$ cat config.mk
export PLATFORM = sky130hd
export DESIGN_NAME = branch_controller
export DESIGN_NICKNAME = d
export VERILOG_FILES = /design/src/rtl/branch_pkg.sv /design/src/rtl/branch_cond_eval.sv /design/src/rtl/branch_controller.sv
export SDC_FILE = /design/constraint.sdc
export NUM_CORES = 1
export LEC_CHECK = 0
export BUFFER_PORTS_ARGS = -buffer_cell sky130_fd_sc_hd__buf_2
export CORE_ASPECT_RATIO = 2
export CORE_MARGIN = 8
export CORE_UTILIZATION = 60
export CTS_CLUSTER_SIZE = 10
export DETAILED_ROUTE_END_ITERATION = 8
export HOLD_SLACK_MARGIN = 0.12
export PLACE_DENSITY = 0.95
export SYNTH_ARGS = -nofsm -noshare
export SYNTH_HDL_FRONTEND = slang
export SYNTH_SLANG_ARGS = --single-unit
$ cat constraint.sdc
create_clock -name clk -period 7.3 [get_ports clk]
set_input_delay 0.365 -clock clk [delete_from_list [all_inputs] [get_ports clk]]
set_output_delay 0.365 -clock clk [all_outputs]
set_load 0.02 [all_outputs]
$ cat src/rtl/branch_pkg.sv
// Shared encodings for the branch controller: opcodes, FSM states and the PC step.
package branch_pkg;

   typedef enum logic [2:0] {
      OP_BEQ  = 3'd0,
      OP_BNE  = 3'd1,
      OP_BLTZ = 3'd2,
      OP_BLEZ = 3'd3,
      OP_BGTZ = 3'd4,
      OP_BGEZ = 3'd5,
      OP_J    = 3'd6,
      OP_RSVD = 3'd7
   } br_op_e;

   typedef enum logic [1:0] {
      IDLE     = 2'd0,
      WAIT_OPS = 2'd1,
      RESOLVE  = 2'd2,
      REDIRECT = 2'd3
   } br_state_e;

   localparam int unsigned PC_INC = 4;

   function automatic logic op_needs_rt(input br_op_e op);
      return (op == OP_BEQ) || (op == OP_BNE);
   endfunction

   // Unconditional and reserved ops never look at operands.
   function automatic logic op_skips_ops(input br_op_e op);
      return (op == OP_J) || (op == OP_RSVD);
   endfunction

endpackage

$ cat src/rtl/branch_cond_eval.sv
// Combinational branch condition evaluation; taken is forced low when en is low.
module branch_cond_eval
   import branch_pkg::*;
#(
   parameter int unsigned WIDTH = 32
) (
   input  logic             en,
   input  br_op_e           op,
   input  logic [WIDTH-1:0] rs,
   input  logic [WIDTH-1:0] rt,
   output logic             taken
);

   logic w_rs_neg;
   logic w_rs_zero;
   logic w_cond;

   assign w_rs_neg  = rs[WIDTH-1];
   assign w_rs_zero = (rs == '0);

   always_comb begin
      w_cond = 1'b0;
      case (op)
         OP_BEQ:  w_cond = (rs == rt);
         OP_BNE:  w_cond = (rs != rt);
         OP_BLTZ: w_cond = w_rs_neg;
         OP_BLEZ: w_cond = w_rs_neg || w_rs_zero;
         OP_BGTZ: w_cond = !w_rs_neg && !w_rs_zero;
         OP_BGEZ: w_cond = !w_rs_neg;
         OP_J:    w_cond = 1'b1;
         default: w_cond = 1'b0;
      endcase
   end

   assign taken = en && w_cond;

endmodule

$ cat src/rtl/branch_controller.sv
// Branch resolution controller: accepts a branch, waits for operands, resolves,
// and drives a held redirect to fetch until it is acknowledged.
module branch_controller
   import branch_pkg::*;
#(
   parameter int unsigned WIDTH = 32,
   parameter int unsigned OFFW  = 16
) (
   input  logic             clk,
   input  logic             resetn,
   input  logic             br_valid,
   output logic             br_ready,
   input  logic [2:0]       br_op,
   input  logic [WIDTH-1:0] br_pc,
   input  logic [OFFW-1:0]  br_off,
   input  logic [WIDTH-1:0] rs,
   input  logic [WIDTH-1:0] rt,
   input  logic             rs_ready,
   input  logic             rt_ready,
   input  logic             kill,
   output logic             stall,
   output logic             redirect_valid,
   output logic [WIDTH-1:0] redirect_pc,
   input  logic             fetch_ack,
   output logic             flush,
   output logic             done,
   output logic [15:0]      taken_cnt,
   output logic [15:0]      ntaken_cnt
);

   br_state_e        r_state;
   br_state_e        w_state_nxt;
   br_op_e           r_op;
   logic [WIDTH-1:0] r_pc;
   logic [OFFW-1:0]  r_off;
   logic [WIDTH-1:0] r_rs;
   logic [WIDTH-1:0] r_rt;
   logic [WIDTH-1:0] r_redirect_pc;
   logic             r_flush;
   logic             r_done;
   logic [15:0]      r_taken_cnt;
   logic [15:0]      r_ntaken_cnt;

   logic             w_accept;
   logic             w_ops_ok;
   logic             w_resolve;
   logic             w_taken;
   logic [WIDTH-1:0] w_off_ext;
   logic [WIDTH-1:0] w_target;

   assign w_accept  = br_ready && br_valid;
   assign w_ops_ok  = rs_ready && (!op_needs_rt(r_op) || rt_ready);
   assign w_resolve = (r_state == RESOLVE) && !kill;

   // Word offset: sign-extend, scale by 4, add to pc+4; overflow wraps silently.
   assign w_off_ext = {{(WIDTH-OFFW){r_off[OFFW-1]}}, r_off};
   assign w_target  = r_pc + WIDTH'(PC_INC) + (w_off_ext << 2);

   branch_cond_eval #(
      .WIDTH (WIDTH)
   ) u_cond (
      .en    (r_state == RESOLVE),
      .op    (r_op),
      .rs    (r_rs),
      .rt    (r_rt),
      .taken (w_taken)
   );

   always_ff @(posedge clk) begin
      if (!resetn) r_state <= IDLE;
      else         r_state <= w_state_nxt;
   end

   always_comb begin
      w_state_nxt    = r_state;
      br_ready       = 1'b0;
      stall          = 1'b0;
      redirect_valid = 1'b0;
      case (r_state)
         IDLE: begin
            br_ready = !kill;
            if (br_valid)
               w_state_nxt = op_skips_ops(br_op_e'(br_op)) ? RESOLVE : WAIT_OPS;
         end
         WAIT_OPS: begin
            stall = 1'b1;
            if (w_ops_ok) w_state_nxt = RESOLVE;
         end
         RESOLVE: begin
            stall       = 1'b1;
            w_state_nxt = w_taken ? REDIRECT : IDLE;
         end
         REDIRECT: begin
            redirect_valid = 1'b1;
            if (fetch_ack) w_state_nxt = IDLE;
         end
         default: w_state_nxt = IDLE;
      endcase
      if (kill) w_state_nxt = IDLE;
   end

   always_ff @(posedge clk) begin
      if (!resetn) begin
         r_op          <= OP_BEQ;
         r_pc          <= '0;
         r_off         <= '0;
         r_rs          <= '0;
         r_rt          <= '0;
         r_redirect_pc <= '0;
         r_flush       <= 1'b0;
         r_done        <= 1'b0;
         r_taken_cnt   <= '0;
         r_ntaken_cnt  <= '0;
      end else begin
         r_flush <= 1'b0;
         r_done  <= 1'b0;
         if (w_accept) begin
            r_op  <= br_op_e'(br_op);
            r_pc  <= br_pc;
            r_off <= br_off;
         end
         if ((r_state == WAIT_OPS) && w_ops_ok && !kill) begin
            r_rs <= rs;
            r_rt <= rt;
         end
         if (w_resolve) begin
            if (w_taken) begin
               r_redirect_pc <= w_target;
               r_flush       <= 1'b1;
               if (r_taken_cnt != '1) r_taken_cnt <= r_taken_cnt + 16'd1;
            end else begin
               r_done <= 1'b1;
               if (r_ntaken_cnt != '1) r_ntaken_cnt <= r_ntaken_cnt + 16'd1;
            end
         end
         if ((r_state == REDIRECT) && fetch_ack && !kill) r_done <= 1'b1;
      end
   end

   assign redirect_pc = r_redirect_pc;
   assign flush       = r_flush;
   assign done        = r_done;
   assign taken_cnt   = r_taken_cnt;
   assign ntaken_cnt  = r_ntaken_cnt;

endmodule

==> results of run 1 <==
## state kept, by name, summed over array words and instances, names as in the netlist
signal and count:
r_op 3, flush 1, r_off 16, done 1
r_pc 32, taken_cnt 16, redirect_pc 32, r_rs 32
r_state 2, ntaken_cnt 16, r_rt 32
## critical path, stage by stage (launching register included)
cell	delay (ps)
dfxtp_1	320
ha_1	300
ha_1	220
fa_1	440
a211oi_1	370
o21ai_1	200
or3b_1	250
a21boi_1	110
o31ai_1	480
a41oi_1	240
xnor2_1	180
a311oi_1	310
## final cells by class
type	count	area (um^2)	area share, %
clock buffers	19	453	4.13
clock inverters	13	158	1.44
inverters	21	81.3	0.741
multi-input cells	897	5380	49.0
flip-flops and latches	183	3660	33.4
well taps	198	248	2.26
repair buffers	195	988	9.01
## cells by family after synthesis
family / Yosys count / share of synthesized area [%]
XOR/XNOR: 71 / 6.65
buffers and inverters: 81 / 3.45
AO/OA/AOI/OAI: 249 / 16.1
flip-flops: 183 / 39.2
adder cells (fa/ha/maj): 65 / 8.78
multiplexers: 17 / 1.82
AND/OR/NAND/NOR: 495 / 24.0
## Yosys cell counts, types with 5 or more instances
| library cell | instances |
|---|---|
| a21o_1 | 18 |
| a21oi_1 | 157 |
| and2_1 | 5 |
| and3_1 | 8 |
| buf_1 | 10 |
| buf_2 | 6 |
| clkbuf_1 | 42 |
| dfxtp_1 | 183 |
| ha_1 | 64 |
| inv_1 | 21 |
| mux2i_1 | 17 |
| nand2_1 | 279 |
| nand2b_1 | 8 |
| nand3_1 | 17 |
| nand4_1 | 15 |
| nor2_1 | 84 |
| nor3_1 | 19 |
| nor4_1 | 16 |
| nor4_2 | 7 |
| o21a_1 | 6 |
| o21ai_0 | 11 |
| or3_1 | 6 |
| xnor2_1 | 64 |
| xor2_1 | 7 |
## power by group
part | internal [uW] | switching [uW] | total [uW]
Clock | 535 | 420 | 955
Combinational | 81.5 | 142 | 223
Sequential | 1020 | 15.6 | 1030
## stage by stage
| stage | util (%) | hold WS [ps] | instances |
|---|---|---|---|
| 2_1_floorplan | - | 436 | 1161 |
| 3_3_place_gp | 67.8 | 440 | 1494 |
| 3_5_place_dp | 67.8 | 452 | 1494 |
| 4_1_cts | 71.8 | 150 | 1526 |
| 5_1_grt | 71.8 | 149 | 1526 |
| 6_report | 71.8 | 158 | 1526 |
## per-layer routing
| layer | wire, um | track usage [%] | vias to the layer above |
|---|---|---|---|
| met5 | 0 | 0 | - |
| met4 | 2070 | 22.5 | 0 |
| met3 | 1700 | 6.69 | 139 |
| met2 | 14700 | 49.5 | 428 |
| met1 | 9300 | 24.3 | 4233 |
| li1 | - | - | 4325 |
## final timing paths
path	endpoint	startpoint
setup reg to reg	redirect_pc[29]	r_pc[3]
hold reg to reg	r_off[3]	r_off[3]
setup / recovery	redirect_pc[29]	r_pc[3]
hold / removal	r_rs[20]	rs[20]
==> results.sh, run 1 <==
export IMPL_run_status="complete, no violations"
export IMPL_yosysSeqAreaShare_pct=39.2
export IMPL_antenna_diode_count=0
export IMPL_total_power_uw=2210
export IMPL_synth_edf_count=0
export IMPL_synth_top_area_cell="dfxtp_1"
export IMPL_critPathKind="flip-flop to flip-flop"
export IMPL_finalMaxSlewViolations=0
export IMPL_clockBufferDepth=2
export IMPL_worst_slack_ps=3780
export IMPL_die_h_um=193
export IMPL_die_area_um2=20100
export IMPL_post_cts_setup_buffer_count=0
export IMPL_grt_overflow=0
export IMPL_cts_root_buffer="clkbuf_16"
export IMPL_arrival_ps=3840
export IMPL_htree_levels=4
export IMPL_dpl_instance_area_um2=10400
export IMPL_rsz0062_at_grt="no"
export IMPL_nNetsFinal=1502
export IMPL_fin_crit_sh_pct=48.2
export IMPL_synth_cell_type_count=69
export IMPL_reg2regPathDepth=11
export IMPL_max_vdd_ir_drop_v=0.000211
export IMPL_antenna_found_initial=0
export IMPL_cts_sinks=183
export IMPL_grt_start_max_net_pins=104
export IMPL_postCtsResizedCells=0
export IMPL_core_area_um2=15300
export IMPL_drv_cap=0
export IMPL_critPathCaptureType="flip-flop"
export IMPL_finalClockSkew_ps=14.4
export IMPL_dp_hpwl_um=20000
export IMPL_grt_pass1_wl_um=43700
export IMPL_synthTopCellsByArea="dfxtp_1, nand2_1, ha_1, a21oi_1, xnor2_1"
export IMPL_viasPerCell=5.98
export IMPL_io_buffers=190
export IMPL_grt_util_all_layers_pct=26.9
export IMPL_dr_first_iter_drc_count=632
export IMPL_cts_made_buffers=17
export IMPL_gp_congestion=1.02
export IMPL_clk_pin_slew_ps=80
export IMPL_ctsHoldBuffers=0
export IMPL_cts_tree="built"
export IMPL_die_width_um=104
export IMPL_tightestPinTransition_ps=1090
export IMPL_clk_latency_ps=440
export IMPL_fin_tns_setup_ps=0
export IMPL_route_detailed_wl_per_inst_um=18.2
export IMPL_holdCritPathClass="input port to flip-flop"
export IMPL_powerDensity_nw_per_um2=201
export IMPL_initial_core_util_pct=61.1
export IMPL_rows=64
export IMPL_synth_main_ff_cell="dfxtp_1"
export IMPL_finalSetupViolations=0
export IMPL_syn_nets=1348
export IMPL_syn_area_um2=9350
export IMPL_synth_warnings=0
export IMPL_fin_crit_ps=3520
export IMPL_power_leakage_uw=0.00479
export IMPL_area_growth_pct=17.4
export IMPL_wl_um=27800
export IMPL_mostFrequentLayoutCells="nand2_1, buf_2, dfxtp_1"
export IMPL_drc_errors=0
export IMPL_synth_top_area_share_pct=39.2
export IMPL_preCtsSetupSlack_ps=3930
export IMPL_max_slew_margin_pct=27.6
export IMPL_r2r_slack_ps=3780
export IMPL_ios=191
export IMPL_vias=9125
export IMPL_crit_required_ps=7630
export IMPL_first_global_vias=9154
export IMPL_drive_above_1_share_pct=19.1
export IMPL_firstDrtPassIters=6
export IMPL_worstPathMaxFanout=4
export IMPL_fill_cells=1097
export IMPL_synth_seq_cells=183
export IMPL_hold_violations=0
export IMPL_fmaxAchievable_mhz=284
export IMPL_final_area_um2=11000
export IMPL_avgSynthCellArea_um2=8.05
export IMPL_ys_async_sr_fraction_pct=0
export IMPL_drtAntennaViolNets=0
export IMPL_cp_start_kind="flip-flop"
export IMPL_holdPathStages=3
export IMPL_final_common_cell="nand2_1"
export IMPL_netlist_instances=1161
(Power assumes the default switching activity.)
==> inputs of run 2 (changes only) <==
--- a/config.mk
+++ b/config.mk
@@ -8,11 +8,11 @@
 export BUFFER_PORTS_ARGS = -buffer_cell sky130_fd_sc_hd__buf_2
 export CORE_ASPECT_RATIO = 2
 export CORE_MARGIN = 8
-export CORE_UTILIZATION = 60
+export CORE_UTILIZATION = 50
 export CTS_CLUSTER_SIZE = 10
 export DETAILED_ROUTE_END_ITERATION = 8
 export HOLD_SLACK_MARGIN = 0.12
-export PLACE_DENSITY = 0.95
+export PLACE_DENSITY = 0.88
 export SYNTH_ARGS = -nofsm -noshare
 export SYNTH_HDL_FRONTEND = slang
 export SYNTH_SLANG_ARGS = --single-unit
==> constraint.sdc (replaced) <==
create_clock -name clk -period 3.1 [get_ports clk]
set_input_delay 0.155 -clock clk [delete_from_list [all_inputs] [get_ports clk]]
set_output_delay 0.155 -clock clk [all_outputs]
set_load 0.02 [all_outputs]
==> results.sh, run 2 (synthesis gave the netlist of run 1 again) <==
export IMPL_r2r_start="r_pc[3]"
export IMPL_drv_cap=0
export IMPL_fin_crit_ps=3070
export IMPL_fill_cells=1290
export IMPL_firstDrtPassIters=5
export IMPL_cts_tree="built"
export IMPL_route_detailed_wl_per_inst_um=18.8
export IMPL_hold_violations=0
export IMPL_htree_levels=4
export IMPL_io_buffers=190
export IMPL_max_vdd_ir_drop_v=0.000516
export IMPL_p_sw_share_pct=28.4
export IMPL_path_delay_family="compound AO/OA/AOI/OAI gates"
export IMPL_max_slew_margin_pct=37.9
export IMPL_stdcell_count=1678
export IMPL_cellInternalPower_uw=3810
export IMPL_antenna_found_initial=0
export IMPL_clk_pin_slew_ps=80
export IMPL_final_common_cell="nand2_1"
export IMPL_finalSetupViolations=0
export IMPL_critPathLaunch="r_pc[3]"
export IMPL_fmaxAchievable_mhz=325
export IMPL_tightestPinTransition_ps=932
export IMPL_multi_input_comb_area_um2=5420
export IMPL_total_power_uw=5320
export IMPL_cp_num_buf_inv=0
export IMPL_cp_start_kind="flip-flop"
export IMPL_critPathKind="flip-flop to flip-flop"
export IMPL_grt_start_max_net_pins=97
export IMPL_register_area_um2=3660
export IMPL_cts_sinks=183
export IMPL_cts_made_buffers=17
export IMPL_holdCritPathClass="input port to flip-flop"
export IMPL_crit_required_ps=3470
export IMPL_drive_above_1_share_pct=18.7
export IMPL_first_global_vias=9883
export IMPL_mostFrequentLayoutCells="nand2_1, buf_2, dfxtp_1"
export IMPL_gp_congestion=0.870
export IMPL_fin_crit_sh_pct=99.1
export IMPL_drc_errors=0
export IMPL_die_area_um2=23600
export IMPL_grt_pass1_wl_um=50300
export IMPL_grt_util_all_layers_pct=26.2
export IMPL_worstPathMaxFanout=4
export IMPL_switching_power_uw=1510
export IMPL_grt_overflow=0
export IMPL_finalClockSkew_ps=15.4
export IMPL_die_width_um=113
export IMPL_initial_core_util_pct=50.4
export IMPL_finalMaxSlewViolations=0
export IMPL_min_from="kill"
export IMPL_combPwrFrac_pct=13.0
export IMPL_drtAntennaViolNets=0
export IMPL_clockBufferDepth=2
export IMPL_clk_latency_ps=440
export IMPL_dr_first_iter_drc_count=904
export IMPL_rows=71
export IMPL_powerDensity_nw_per_um2=432
export IMPL_place_inst=1528
export IMPL_crit_chain="ha_1 > ha_1 > fa_2 > a211oi_2 > o21ai_2 > or3b_1 > a21oi_1 > o311a_1 > or3_1 > a31o_1 > a21oi_1"
export IMPL_power_leakage_uw=0.00534
export IMPL_slowest_stage="fa_2"
export IMPL_run_status="complete, no violations"
export IMPL_area_growth_pct=31.6
export IMPL_die_h_um=209
export IMPL_dp_hpwl_um=18600
export IMPL_critPathCaptureType="flip-flop"
export IMPL_arrival_ps=3440
export IMPL_rsz0062_at_grt="yes"
export IMPL_nNetsFinal=1631
export IMPL_critPathMaxStageDelay_ps=370
export IMPL_power_frac_clock_pct=41.3
export IMPL_core_area_um2=18600
export IMPL_cts_root_buffer="clkbuf_16"
export IMPL_wl_um=31500
export IMPL_vias=10000
export IMPL_p_seq_share_pct=45.7
export IMPL_ios=191
export IMPL_viasPerCell=5.97
==> run 2: repair_timing <==
item | CTS | global route
gates resized for setup | 3 | 6
setup endpoints to repair | 2 | 10
pin swaps | 0 | 1
setup buffers | 0 | 0
hold buffers | 116 | 0
endpoints found under the hold margin | 118 | 0
==> run 2: worst paths after layout <==
path                endpoint  slack [ps]  depth (start not counted)
min reg2reg  redirect_pc[19]         460                          2
max          redirect_pc[31]          30                         11
min                     done         170                          3
max reg2reg  redirect_pc[31]          30                         11
==> run 2: area by class of cell <==
| class | instances | share of cell area (%) |
|---|---|---|
| diodes | 2 | 0.0407 |
| clock buffers | 18 | 3.57 |
| clock inverters | 14 | 1.25 |
| inverters | 21 | 0.661 |
| multi-input cells | 897 | 44.0 |
| flip-flops and latches | 183 | 29.8 |
| well taps | 219 | 2.23 |
| repair buffers | 324 | 18.5 |
==> run 2: through the flow <==
stage               setup TNS [ps]  util (%)  hold WS [ps]  setup WS, ps  instance area, um^2
floorplan                        0         -           291          83.6                 9350
CTS                              0      66.1           144          5.36                12300
global placement                 0      56.6           397          9.96                10500
detailed placement           -62.6      56.6           402         -62.6                10500
finish                           0      66.3           169          27.6                12300
global route                  -172      66.3           186         -68.6                12300
==> run 2: routing by layer <==
metal	share of wire, %	track usage [%]	up-vias
met2	48	43.4	685
met5	0	0	-
met3	10	5.90	120
met4	4.2	13.6	0
li1	-	-	4576
met1	38	30.7	4645
==> run 2: worst reg2reg max path, cell delays in order, from the launching register on <==
cell and delay, ps:
dfxtp_1 320, ha_1 310, ha_1 260, fa_2 370, a211oi_2 270, o21ai_2 130
or3b_1 200, a21oi_1 100, o311a_1 360, or3_1 350, a31o_1 210, a21oi_1 120
==> run 2: power groups by stage <==
stage / sequential [uW] / clock (uW) / combinational, uW
2_1_floorplan: 2480 / 0 / 350
3_3_place_gp: 2480 / 0 / 521
3_5_place_dp: 2480 / 0 / 537
4_1_cts: 2430 / 2210 / 654
5_1_grt: 2440 / 2290 / 748
6_report: 2430 / 2190 / 691
